<file path="config.mk">
export PLATFORM = sky130hd
export DESIGN_NAME = pipelined_add_sub_flat
export DESIGN_NICKNAME = d
export VERILOG_FILES = /design/src/rtl/arith_pkg.sv /design/src/rtl/pipelined_add_sub_if.sv /design/src/rtl/pipelined_add_sub_chunk_adder.sv /design/src/rtl/pipelined_add_sub.sv /design/src/flat_wrapper.sv
export SDC_FILE = /design/constraint.sdc
export NUM_CORES = 1
export LEC_CHECK = 0
export BUFFER_PORTS_ARGS = -buffer_cell sky130_fd_sc_hd__clkbuf_2
export CORE_ASPECT_RATIO = 1.2
export CORE_MARGIN = 2
export CORE_UTILIZATION = 30
export CTS_CLUSTER_SIZE = 10
export DETAILED_ROUTE_END_ITERATION = 10
export GPL_TIMING_DRIVEN = 0
export MAX_ROUTING_LAYER = met4
export SYNTH_ARGS = -nofsm -noshare
export SYNTH_HDL_FRONTEND = slang
export SYNTH_SLANG_ARGS = --single-unit
</file>
<file path="constraint.sdc">
create_clock -name clk -period 4.1 [get_ports clk]
set_clock_uncertainty 0.15 [all_clocks]
set_input_delay 0.615 -clock clk [delete_from_list [all_inputs] [get_ports clk]]
set_output_delay 0.615 -clock clk [all_outputs]
set_load 0.1 [all_outputs]
</file>
<file path="src/rtl/arith_pkg.sv">
// Shared arithmetic definitions for the integer execution units.
// Holds the add/subtract opcode type, the default geometry of the pipelined
// adder and the signed-overflow rule used at the last pipeline stage.
package arith_pkg;

  // Opcode carried by in_sub: 0 adds, 1 subtracts.
  typedef enum logic {
    OP_ADD = 1'b0,
    OP_SUB = 1'b1
  } add_op_e;

  localparam int unsigned DEF_WIDTH  = 32;
  localparam int unsigned DEF_STAGES = 4;
  localparam int unsigned DEF_TAG_W  = 6;

  // Two's-complement overflow: operands agree in sign but the sum does not.
  // b_msb is the sign of the prepared operand (already inverted for a subtract).
  function automatic logic signed_ovf(input logic a_msb,
                                      input logic b_msb,
                                      input logic sum_msb);
    return (a_msb == b_msb) && (sum_msb != a_msb);
  endfunction

  // Second operand after preparation: inverted for a subtract so that the
  // carry-in of 1 completes the two's-complement negation.
  function automatic logic prep_b_bit(input add_op_e op, input logic b_bit);
    return (op == OP_SUB) ? ~b_bit : b_bit;
  endfunction

endpackage

</file>
<file path="src/rtl/pipelined_add_sub_if.sv">
// Handshake bundle of the pipelined adder/subtractor.
// Request side : in_valid/in_ready, operands in_a/in_b, in_sub, in_tag.
// Response side: out_valid/out_ready, out_sum, out_cout, out_ovf, out_tag.
// master = issuing/consuming unit, slave = the arithmetic block.
interface pipelined_add_sub_if #(
  parameter int unsigned WIDTH = 32,
  parameter int unsigned TAG_W = 6
);

  logic             in_valid;
  logic             in_ready;
  logic [WIDTH-1:0] in_a;
  logic [WIDTH-1:0] in_b;
  logic             in_sub;
  logic [TAG_W-1:0] in_tag;

  logic             out_valid;
  logic             out_ready;
  logic [WIDTH-1:0] out_sum;
  logic             out_cout;
  logic             out_ovf;
  logic [TAG_W-1:0] out_tag;

  modport master (
    output in_valid, in_a, in_b, in_sub, in_tag, out_ready,
    input  in_ready, out_valid, out_sum, out_cout, out_ovf, out_tag
  );

  modport slave (
    input  in_valid, in_a, in_b, in_sub, in_tag, out_ready,
    output in_ready, out_valid, out_sum, out_cout, out_ovf, out_tag
  );

endinterface

</file>
<file path="src/rtl/pipelined_add_sub_chunk_adder.sv">
// Combinational CHUNK-bit adder used for one slice of the pipelined adder.
// Ports: a, b  - operand slices
//        cin   - carry into the slice
//        sum   - slice sum
//        cout  - carry out of the slice
module chunk_adder #(
  parameter int unsigned CHUNK = 8
) (
  input  logic [CHUNK-1:0] a,
  input  logic [CHUNK-1:0] b,
  input  logic             cin,
  output logic [CHUNK-1:0] sum,
  output logic             cout
);

  logic [CHUNK:0] w_total;

  // One extra bit captures the carry leaving the slice.
  assign w_total = {1'b0, a} + {1'b0, b} + (CHUNK + 1)'(cin);
  assign sum     = w_total[CHUNK-1:0];
  assign cout    = w_total[CHUNK];

endmodule

</file>
<file path="src/rtl/pipelined_add_sub.sv">
// Pipelined two's-complement adder/subtractor.
// A WIDTH-bit operation is split into STAGES slices of CHUNK bits; stage k
// resolves slice k and hands its carry to stage k+1 through a register, so
// no full-width carry chain exists. Latency is STAGES cycles, throughput one
// operation per cycle. Backpressure propagates combinationally from out_ready
// to in_ready so bubbles collapse.
// Ports: clk   - rising-edge clock
//        rst_n - asynchronous active-low reset (clears valids and data)
//        flush - synchronous squash of everything in flight
//        bus   - slave side of pipelined_add_sub_if (request + response)
module pipelined_add_sub
  import arith_pkg::*;
#(
  parameter int unsigned WIDTH  = DEF_WIDTH,
  parameter int unsigned STAGES = DEF_STAGES,
  parameter int unsigned TAG_W  = DEF_TAG_W
) (
  input  logic                clk,
  input  logic                rst_n,
  input  logic                flush,
  pipelined_add_sub_if.slave  bus
);

  localparam int unsigned CHUNK = WIDTH / STAGES;

  // Geometry must divide evenly; reject bad builds at elaboration.
  if ((STAGES == 0) || ((WIDTH % STAGES) != 0)) begin : g_bad_cfg
    $error("pipelined_add_sub: WIDTH must be a non-zero multiple of STAGES");
  end

  // Per-stage valid bits and the backpressure chain.
  logic [STAGES-1:0] r_valid;
  logic [STAGES-1:0] w_ready;
  logic [STAGES-1:0] w_en;

  // Registered per-stage payload, exported from each stage for the next.
  logic [WIDTH-1:0] w_a   [STAGES];
  logic [WIDTH-1:0] w_b   [STAGES];
  logic [WIDTH-1:0] w_sum [STAGES];
  logic             w_c   [STAGES];
  logic [TAG_W-1:0] w_tag [STAGES];
  logic             w_ovf;

  // Operand preparation at acceptance.
  add_op_e          w_op;
  logic [WIDTH-1:0] w_b_prep;
  logic             w_c0;

  assign w_op = add_op_e'(bus.in_sub);
  assign w_c0 = (w_op == OP_SUB);

  always_comb begin
    w_b_prep = '0;
    for (int unsigned i = 0; i < WIDTH; i++) begin
      w_b_prep[i] = prep_b_bit(w_op, bus.in_b[i]);
    end
  end

  // ready[k]: the slot after stage k frees up this cycle. Walks from the
  // output back towards the input in a single block.
  always_comb begin
    w_ready             = '0;
    w_ready[STAGES-1]   = bus.out_ready;
    for (int unsigned i = 1; i < STAGES; i++) begin
      w_ready[STAGES-1-i] = !r_valid[STAGES-i] || w_ready[STAGES-i];
    end
  end

  // A stage may load when it is empty or its content moves on.
  assign w_en = ~r_valid | w_ready;

  // Valid bits: flush wins over any same-cycle acceptance or output transfer.
  always_ff @(posedge clk or negedge rst_n) begin
    if (!rst_n) begin
      r_valid <= '0;
    end else if (flush) begin
      r_valid <= '0;
    end else begin
      if (w_en[0]) begin
        r_valid[0] <= bus.in_valid;
      end
      for (int unsigned k = 1; k < STAGES; k++) begin
        if (w_en[k]) begin
          r_valid[k] <= r_valid[k-1];
        end
      end
    end
  end

  for (genvar k = 0; k < STAGES; k++) begin : g_stage
    localparam int unsigned LSB = k * CHUNK;

    logic [WIDTH-1:0] w_a_in;
    logic [WIDTH-1:0] w_b_in;
    logic [WIDTH-1:0] w_sum_in;
    logic [WIDTH-1:0] w_sum_nxt;
    logic             w_cin;
    logic             w_vin;
    logic [TAG_W-1:0] w_tag_in;
    logic [CHUNK-1:0] w_chunk_sum;
    logic             w_chunk_cout;

    logic [WIDTH-1:0] r_a;
    logic [WIDTH-1:0] r_b;
    logic [WIDTH-1:0] r_sum;
    logic             r_c;
    logic [TAG_W-1:0] r_tag;

    // Stage 0 takes the freshly prepared request; later stages take the
    // registers of the stage before them.
    if (k == 0) begin : g_head
      assign w_a_in   = bus.in_a;
      assign w_b_in   = w_b_prep;
      assign w_cin    = w_c0;
      assign w_sum_in = '0;
      assign w_tag_in = bus.in_tag;
      assign w_vin    = bus.in_valid;
    end else begin : g_body
      assign w_a_in   = w_a[k-1];
      assign w_b_in   = w_b[k-1];
      assign w_cin    = w_c[k-1];
      assign w_sum_in = w_sum[k-1];
      assign w_tag_in = w_tag[k-1];
      assign w_vin    = r_valid[k-1];
    end

    chunk_adder #(.CHUNK(CHUNK)) u_chunk_adder (
      .a    (w_a_in[LSB +: CHUNK]),
      .b    (w_b_in[LSB +: CHUNK]),
      .cin  (w_cin),
      .sum  (w_chunk_sum),
      .cout (w_chunk_cout)
    );

    // Insert this stage's slice into the partial sum built so far.
    always_comb begin
      w_sum_nxt                = w_sum_in;
      w_sum_nxt[LSB +: CHUNK]  = w_chunk_sum;
    end

    // Data only moves with a valid operation, so a stalled result holds.
    always_ff @(posedge clk or negedge rst_n) begin
      if (!rst_n) begin
        r_a   <= '0;
        r_b   <= '0;
        r_sum <= '0;
        r_c   <= 1'b0;
        r_tag <= '0;
      end else if (w_en[k] && w_vin) begin
        r_a   <= w_a_in;
        r_b   <= w_b_in;
        r_sum <= w_sum_nxt;
        r_c   <= w_chunk_cout;
        r_tag <= w_tag_in;
      end
    end

    assign w_a[k]   = r_a;
    assign w_b[k]   = r_b;
    assign w_sum[k] = r_sum;
    assign w_c[k]   = r_c;
    assign w_tag[k] = r_tag;

    // The last stage also completes the sign bit, so overflow is known here.
    if (k == STAGES - 1) begin : g_tail
      logic r_ovf;

      always_ff @(posedge clk or negedge rst_n) begin
        if (!rst_n) begin
          r_ovf <= 1'b0;
        end else if (w_en[k] && w_vin) begin
          r_ovf <= signed_ovf(w_a_in[WIDTH-1], w_b_in[WIDTH-1],
                              w_sum_nxt[WIDTH-1]);
        end
      end

      assign w_ovf = r_ovf;
    end
  end

  assign bus.in_ready  = w_en[0];
  assign bus.out_valid = r_valid[STAGES-1];
  assign bus.out_sum   = w_sum[STAGES-1];
  assign bus.out_cout  = w_c[STAGES-1];
  assign bus.out_ovf   = w_ovf;
  assign bus.out_tag   = w_tag[STAGES-1];

endmodule

</file>
<file path="src/flat_wrapper.sv">
// flat-port wrapper written by rule: the top's interface ports become plain ports
module pipelined_add_sub_flat import arith_pkg::*;
#(
  parameter int unsigned WIDTH  = DEF_WIDTH,
  parameter int unsigned STAGES = DEF_STAGES,
  parameter int unsigned TAG_W  = DEF_TAG_W
)
  (clk, rst_n, flush, bus_in_valid, bus_in_a, bus_in_b, bus_in_sub, bus_in_tag, bus_out_ready, bus_in_ready, bus_out_valid, bus_out_sum, bus_out_cout, bus_out_ovf, bus_out_tag);
  pipelined_add_sub_if #(.WIDTH(WIDTH), .TAG_W(TAG_W)) bus_i ();
  input  logic clk;
  input  logic rst_n;
  input  logic flush;
  input wire logic [$bits(bus_i.in_valid)-1:0] bus_in_valid;
  input wire logic [$bits(bus_i.in_a)-1:0] bus_in_a;
  input wire logic [$bits(bus_i.in_b)-1:0] bus_in_b;
  input wire logic [$bits(bus_i.in_sub)-1:0] bus_in_sub;
  input wire logic [$bits(bus_i.in_tag)-1:0] bus_in_tag;
  input wire logic [$bits(bus_i.out_ready)-1:0] bus_out_ready;
  output wire logic [$bits(bus_i.in_ready)-1:0] bus_in_ready;
  output wire logic [$bits(bus_i.out_valid)-1:0] bus_out_valid;
  output wire logic [$bits(bus_i.out_sum)-1:0] bus_out_sum;
  output wire logic [$bits(bus_i.out_cout)-1:0] bus_out_cout;
  output wire logic [$bits(bus_i.out_ovf)-1:0] bus_out_ovf;
  output wire logic [$bits(bus_i.out_tag)-1:0] bus_out_tag;
  assign bus_i.in_valid = bus_in_valid;
  assign bus_i.in_a = bus_in_a;
  assign bus_i.in_b = bus_in_b;
  assign bus_i.in_sub = bus_in_sub;
  assign bus_i.in_tag = bus_in_tag;
  assign bus_i.out_ready = bus_out_ready;
  assign bus_in_ready = bus_i.in_ready;
  assign bus_out_valid = bus_i.out_valid;
  assign bus_out_sum = bus_i.out_sum;
  assign bus_out_cout = bus_i.out_cout;
  assign bus_out_ovf = bus_i.out_ovf;
  assign bus_out_tag = bus_i.out_tag;
  pipelined_add_sub #(.WIDTH(WIDTH), .STAGES(STAGES), .TAG_W(TAG_W)) u_core (.clk(clk), .rst_n(rst_n), .flush(flush), .bus(bus_i));
endmodule
</file>
Word level (Yosys, flattened, before mapping)
Cells that the tools add are included.
{ "totals": {"register_bits": 305, "latchBits": 0, "mem_bits_rw": 0, "mem_bits_ro": 0, "in_bits": 76, "out_inout_bits": 42, "elab_cells": 119, "mem_count": 0} }
{ "op_classes": {"add_sub_neg": 8, "n_mul": 0, "div_mod_pow": 0, "magnitude_cmp": 0, "eq_ne": 2, "shifts": 0, "mux": 37, "bitwise_logic": 34, "reduce_logical": 15} }
{ "op_table": {"columns": ["op", "count"], "rows": [
  ["$add 8x8->9", 4],
  ["$add 9x1->9", 4],
  ["$mux 1", 36],
  ["$not 1->1", 32],
  ["$reduce_bool 2->1", 4],
  ["$logic_and 1x1->1", 5],
  ["$mux 4", 1],
  ["$not 4->4", 1],
  ["$or 4x4->4", 1],
  ["$logic_not 1->1", 3],
  ["$logic_or 1x1->1", 3],
  ["$eq 1x1->1", 1],
  ["$ne 1x1->1", 1]
]} }

Logic depth before layout (Yosys ltp)
Gate-level depths: netlist of the first run.
{ "depth": {"word_depth": 7, "depth_mapped": 10, "depth_no_buf": 8} }

Cells and area by module
From an unflattened synthesis of the first run, not the netlist that was laid out.
{ "unflattened": {"hier_cells": 651, "area_unflattened_um2": 9530.4} }
{ "by_module_without_submodules": {"columns": ["mod", "instances", "cells_each", "area_per_inst_um2", "seq_area_each_um2"], "rows": [
  ["pipelined_add_sub", 1, 491, 8204.1, 5230.0],
  ["chunk_adder", 4, 40, 331.6, 0.0]
]} }

Least setup slack after synthesis of the first run
OpenSTA, ideal clock, no wires.
{ "synth_timing": {"path_type": "input to register", "from": "in bus_in_sub", "to": "reg u_core.g_stage[0].r_sum[6]", "setup_ps": 120, "arrival_time_ps": 2488, "t_required_ps": 3830, "slack_ps": 1341, "stages": 9, "path_buffers": 2, "path_cell_list": "buf_2 > buf_2 > xor2_1 > ha_1 > nor2b_4 > o31a_1 > o21a_1 > or3_1 > a41o_1"} }
{ "synth_between": {"elab_chain_len": 3, "word_cells_on_any_way": 9, "classes_between": "2 x add/sub; 7 x mux"} }
{ "synth_rtl": {"columns": ["element", "line_no", "rtl"], "rows": [
  ["from (decl)", "flat_wrapper.sv:16", "input wire logic [$bits(bus_i.in_sub)-1:0] bus_in_sub;"],
  ["$mux 1", "arith_pkg.sv:27", "return (op == OP_SUB) ? ~b_bit : b_bit;"],
  ["$add 8x8->9", "pipelined_add_sub_chunk_adder.sv:19", "assign w_total = {1'b0, a} + {1'b0, b} + (CHUNK + 1)'(cin);"],
  ["$add 9x1->9 (*)", "pipelined_add_sub_chunk_adder.sv:19", null],
  ["to (signal assigned)", "pipelined_add_sub.sv:152", "r_sum <= w_sum_nxt;"],
  ["to (decl)", "pipelined_add_sub.sv:105", "logic [WIDTH-1:0] r_sum;"]
]} }
Every way passes the cells marked *; elsewhere a longest branch is shown, timed or not.
A chain may end at the register's enable or synchronous reset.

Worst setup path in the final report of the first run
{ "layout_timing": {"from": "reg u_core.g_stage[0].r_c", "to": "reg u_core.g_stage[1].r_c"} }
{ "layout_between": {"elab_chain_len": 1} }
{ "layout_rtl": {"columns": ["element", "line_no", "rtl"], "rows": [
  ["from (decl)", "pipelined_add_sub.sv:106", "logic r_c;"],
  ["from (signal assigned)", "pipelined_add_sub.sv:153", "r_c <= w_chunk_cout;"],
  ["$add 9x1->9", "pipelined_add_sub_chunk_adder.sv:19", null],
  ["to (signal assigned)", "pipelined_add_sub.sv:153", null],
  ["to (decl)", "pipelined_add_sub.sv:106", null]
]} }
Every way passes these cells.

==> results.yml, run 1 <==
run_status:
  status: "complete, no violations"
grt:
  grt_use_total_pct: 13.2
  grt_overflow: 0
  grt_max_degree: 80
  grt_pass1_vias: 6066
  antenna_found_initial: 0
  grt_pass1_wl_um: 32400
drt:
  viasPerCell: 4.58
  wl_per_cell_um: 15.9
  drt-pass1-iter-count: 4
  top_layer_used: "met4"
  routed_wl_um: 19900
  drc: 0
  drtIter0Drc: 128
  postRouteAntennaNets: 0
  vias: 5740
  met1_length_um: 8490
  dr_wl_met2_um: 10200
  route.met3.wl_um: 736
synth:
  synth_xor_xnor_area_share_pct: 4.54
  synthArstFlopShare_pct: 100
  syn_area_um2: 9260
  syn_inst: 710
  synth.avg_cell_area_um2: 13.0
  synth_top_family_by_area: "multiplexers"
  synth_mux_area_share_pct: 18.1
  syn_nets: 821
  synth_simple_gate_area_share_pct: 5.65
  synth_compound_area_share_pct: 7.37
  synth_edf_count: 0
  synth_warnings: 0
  synthFlopType: "dfrtp_1"
  ys_seq_area_share_pct: 56.5
  ys_ff_latch: 209
  ys_types: 49
  synth_fa_ha_area_share_pct: 5.30
timing:
  slew_violations: 0
  tns_ns: 0
  clock.fmax_mhz: 383
  hold_violations: 0
  rsz0062_at_grt: "no"
  worst_slack_ns: 1.49
  period_share_pct: 63.6
  worst_pin_slew_ns: 0.567
  timing.hold.ws_ns: 0.174
  slew_headroom_pct: 62.4
  period_needed_ns: 2.61
  finalSetupViolCount: 0
setup_path:
  cp.arrival_ns: 2.84
  r2r_end: "u_core.g_stage[1].r_c"
  crit_chain: "fa_1 > fa_1 > a21o_1 > a21oi_1 > o21ai_0 > o211a_1 > o31a_1"
  crit_fanout: 3
  slowest_delay_ns: 0.49
  critPathLaunchType: "flop"
  crit_path_end_kind: "flop"
  reg2reg_depth: 7
  critPathRequiredTime_ns: 4.34
  path_common_cell: "fa_1"
  r2r_slack_ns: 1.49
  timing.rr.start: "u_core.g_stage[0].r_c"
  startpoint: "u_core.g_stage[0].r_c"
  crit_type: "reg2reg"
  worstSetupPathDepth: 7
  crit_end: "u_core.g_stage[1].r_c"
  cp_slowest_cell: "fa_1"
  cpLargestDelayFamily: "compound AO/OA/AOI/OAI gates"
  critPathBufInv: 0
floorplan:
  ioPinCount: 118
  rows: 70
  initial_core_util_pct: 30.5
  die_w_um: 164
  core_um2: 30400
  die_area_um2: 32300
  die_h_um: 196
cts:
  htreeDepth: 1
  cts-root-buf: "clkbuf_16"
  postCtsSetupBuffers: 0
  cts_tree: "yes"
  cts_sinks: 209
  clk_latency_ns: 0.51
  clk_pin_slew_ns: 0.06
  cts_buffers: 25
  clock_path_buffers: 3
  ctsResizeCount: 0
  holdBufCountCts: 1
power:
  power-per-cell-area_nw_per_um2: 704
  vdd_ir_drop_max_mv: 0.434
  power_mw: 7.79
  leakage_nw: 5.11
flow_run:
  maxCapViolations: 0
placed_design:
  placed_cell_area_um2: 10400
  place_ws_ns: 1.01
  gp_congestion: 0.799
  numPortBuffers: 116
  dpl.cell_count: 1224
  dp_hpwl_um: 14600
finish:
  final_cells: 1253
  fin_nets: 967
  final_cell_mix: "209 x dfrtp_1, 148 x mux2_2, 115 x clkbuf_2"
  area_delta_synth_final_pct: 19.6
  layout-drive-gt1-share_pct: 38.5
  stdcell_area_um2: 11100
  n_antenna_cell: 0
  postLayoutCoreUtil_pct: 36.4
  layout_commonest_cell: "dfrtp_1"
worst_hold_path:
  min_path_type: "in2reg"
==> report_power, final <==
part	internal [mW]	switching, mW
combinational	0.834	2.10
sequential	2.65	0.317
clock	1.11	0.779
total	4.59	3.20
==> cell type report <==
type                            count  area [um2]
Sequential cell                   209        5230
Clock buffer                       27         653
Tap cell                          396         495
Buffer                             32         166
Fill cell                        2997       19300
Timing Repair Buffer              119         654
Clock inverter                      1        8.76
Multi-Input combinational cell    451        3790
Inverter                           18        67.6
==> synth_stat cells, types with 2 or more instances <==
master / number / area [um2]
nor3_1: 5 / 25.0
a21o_1: 5 / 37.5
o21ai_0: 55 / 275
mux2_2: 148 / 1670
clkbuf_1: 4 / 15.0
ha_1: 28 / 350
buf_2: 25 / 125
inv_1: 18 / 67.6
nand2b_1: 6 / 37.5
o31a_1: 2 / 17.5
o211ai_1: 3 / 22.5
or4_1: 2 / 15.0
fa_1: 7 / 140
a21boi_0: 2 / 15.0
o21a_1: 3 / 22.5
nand2_1: 58 / 218
a211oi_1: 7 / 52.6
xnor2_1: 29 / 254
dfrtp_1: 209 / 5230
nand3_1: 2 / 10.0
or2_2: 3 / 18.8
buf_4: 2 / 15.0
nor2b_1: 5 / 31.3
and3_1: 2 / 12.5
nor2_1: 8 / 30.0
nor3b_1: 4 / 30.0
nand4_1: 2 / 12.5
a21oi_1: 17 / 85.1
xor2_1: 19 / 166
o31ai_1: 11 / 82.6
==> worst min path at each step <==
stage / from / end / slack, ns / depth (start not counted)
2_1_floorplan: rst_n / u_core.bus.out_cout / 0.17 / 0
3_3_place_gp: u_core.g_stage[2].r_sum[21] / u_core.g_stage[2].r_sum[21] / 0.31 / 2
3_5_place_dp: u_core.g_stage[0].r_sum[4] / u_core.g_stage[0].r_sum[4] / 0.32 / 1
4_1_cts: flush / u_core.r_valid[0] / 0.15 / 2
5_1_grt: bus_in_tag[4] / u_core.g_stage[0].r_tag[4] / 0.17 / 2
6_report: flush / u_core.r_valid[0] / 0.17 / 2
==> metal layers <==
metal / vias to the layer above / GRT usage (%)
li1: 2756 / -
met1: 2854 / 16.2
met2: 97 / 22.4
met3: 33 / 1.96
met4: 0 / 3.90
met5: - / -
==> sequential cells by signal, summed over array words and instances, names as in the netlist <==
name                  flops
u_core.r_valid            4
u_core.g_stage.r_tag     18
u_core.bus.out_sum       32
u_core.g_stage.r_a       48
u_core.g_stage.r_c        3
u_core.g_stage.r_b       48
u_core.bus.out_cout       1
u_core.bus.out_ovf        1
u_core.bus.out_tag        6
u_core.g_stage.r_sum     48
==> kinds of logic after synthesis <==
| logic type | after synthesis |
|---|---|
| flip-flops | 209 |
| multiplexers | 149 |
| AO/OA/AOI/OAI | 114 |
| AND/OR/NAND/NOR | 105 |
| buffers and inverters | 50 |
| XOR/XNOR | 48 |
| adder cells (fa/ha/maj) | 35 |
No activity file was read; power rests on OpenSTA's default activity.
==> run 2, diff against run 1 <==
- ABC_AREA: unset -> 1
- clock period: 4.1 -> 2.5 ns (I/O delays scaled with it)
==> results.yml, run 2 <==
run_status:
  status: "complete, no violations"
drt:
  routed_wl_um: 22300
  met1_length_um: 10400
  dr_wl_met2_um: 10700
  viasPerCell: 4.33
  top_layer_used: "met4"
  drt-pass1-iter-count: 5
  route.met3.wl_um: 696
  wl_per_cell_um: 13.4
  postRouteAntennaNets: 0
  drc: 0
  drtIter0Drc: 293
  vias: 7235
power:
  power-per-cell-area_nw_per_um2: 933
  leakage_nw: 6.11
  power_mw: 10.8
  vdd_ir_drop_max_mv: 0.432
grt:
  grt_max_degree: 114
  antenna_found_initial: 0
  grt_overflow: 0
  grt_use_total_pct: 14.1
  grt_pass1_vias: 7399
  grt_pass1_wl_um: 36800
timing:
  slew_headroom_pct: 45.9
  period_needed_ns: 2.33
  slew_violations: 0
  worst_pin_slew_ns: 0.812
  hold_violations: 0
  clock.fmax_mhz: 430
  finalSetupViolCount: 0
  rsz0062_at_grt: "no"
  period_share_pct: 93.1
cts:
  clk_pin_slew_ns: 0.05
  htreeDepth: 1
  clk_latency_ns: 0.52
  cts_sinks: 209
  clock_path_buffers: 3
  cts_tree: "yes"
  cts_buffers: 24
  cts-root-buf: "clkbuf_16"
  ctsResizeCount: 0
worst_hold_path:
  min_path_type: "in2reg"
finish:
  postLayoutCoreUtil_pct: 37.1
  layout_commonest_cell: "nand2_1"
  final_cell_mix: "503 x nand2_1, 209 x dfrtp_1, 115 x clkbuf_2"
  fin_nets: 1382
  fill_cells: 3232
  n_antenna_cell: 0
  area_delta_synth_final_pct: 22.5
  largestRegisters: "u_core.g_stage.r_a: 48 flops, u_core.g_stage.r_b: 48 flops, u_core.g_stage.r_sum: 48 flops"
  layout-drive-gt1-share_pct: 14.8
floorplan:
  core_um2: 31300
  initial_core_util_pct: 30.3
  rows: 71
  die_area_um2: 33100
  die_w_um: 166
  die_h_um: 199
  ioPinCount: 118
setup_path:
  crit_path_end_kind: "primary output"
  critPathLaunchType: "flop"
  slowest_delay_ns: 0.38
  cp_slowest_cell: "clkbuf_2"
  critPathRequiredTime_ns: 1.98
  crit_fanout: 3
  crit_type: "reg2out"
  crit_chain: "inv_1 > nor2_4 > nand3_4 > nor2_4 > inv_1 > clkbuf_2"
  cp.arrival_ns: 1.80
synth:
  synth_warnings: 0
  synthArstFlopShare_pct: 100
  ys_ff_latch: 209
  synth.largest_area_cell: "dfrtp_1"
  ys_seq_area_share_pct: 55.1
  synth.most_common_cell: "nand2_1"
  syn_nets: 1200
  syn_area_um2: 9490
  synth_top_cell_area_share_pct: 55.1
  synth.avg_cell_area_um2: 8.71
  synth_edf_count: 0
  ys_types: 28
  synthTopCellsByCount: "503 x nand2_1, 209 x dfrtp_1, 80 x o21ai_0"
  synth.area.top_cells: "dfrtp_1 55%, nand2_1 20%, o21ai_0 4.2%, ha_1 3.7%, xnor2_1 3.0%"
  syn_inst: 1089
  synthFlopType: "dfrtp_1"
placed_design:
  dp_hpwl_um: 16800
  gp_congestion: 0.845
  numPortBuffers: 116
flow_run:
  maxCapViolations: 0
run 2: where the power goes:
part	internal, mW	total, mW	switching, mW
Combinational	0.844	3.47	2.63
Clock	1.69	2.93	1.24
Sequential	4.06	4.45	0.382
run 2: cell type report:
class,instances,area (um2),share of cell area (%)
flip-flops and latches,209,5230,45.0
multi-input cells,768,3750,32.3
repair buffers,156,1010,8.67
clock buffers,25,604,5.20
well taps,401,502,4.32
plain buffers,46,251,2.17
inverters,66,249,2.14
clock inverters,1,16.3,0.140
run 2: kinds of logic after synthesis:
logic type / Yosys count / share of synthesized area, %
buf+inv: 112 / 5.28
fa+ha+maj: 35 / 5.17
xor+xnor: 41 / 3.79
compound gates: 110 / 6.00
flops: 209 / 55.1
simple gates: 582 / 24.6
run 2: layer usage:
metal | vias up | GRT usage (%)
met5 | - | -
met2 | 135 | 24.2
met3 | 32 | 1.57
met1 | 3297 | 17.6
met4 | 0 | 4.12
li1 | 3771 | -
run 2: per-stage QoR:
stage	cells	worst slack, ns	area (um2)	setup TNS [ns]	hold WS (ns)
after floorplan	1089	0.142	9490	0	-0.0706
after global placement	1606	-3.10	10600	-643.75	0.306
after detailed placement	1607	0.0247	10600	0	0.303
after CTS	1672	0.162	11600	0	0.000763
after global routing	1672	0.132	11600	0	0.0230
final	1672	0.174	11600	0	0.0106
run 2: path summary, 6_finish.rpt:
path / depth (start not counted) / startpoint / slack, ns / endpoint
min reg2reg: 2 / u_core.g_stage[0].r_b[19] / 0.31 / u_core.g_stage[1].r_b[19]
max reg2reg: 9 / u_core.g_stage[2].r_b[24] / 0.39 / u_core.bus.out_sum[30]
min: 3 / bus_in_b[8] / 0.01 / u_core.g_stage[0].r_b[8]
min in group asynchronous: 2 / rst_n / 0.31 / u_core.g_stage[0].r_a[11]
max: 6 / u_core.r_valid[3] / 0.17 / bus_in_ready
max in group asynchronous: 3 / rst_n / 0.89 / u_core.bus.out_sum[24]
run 2: repair_timing:
item,4_1_cts,5_1_grt
buffers inserted,0,0
hold buffers,39,0
hold endpoints to repair,137,0
run 2: critical path, delay by kind of cell, from the launching register on:
family        cells  cell delay [ns]
buf+inv           3             0.55
flops             1             0.37
simple gates      3             0.35
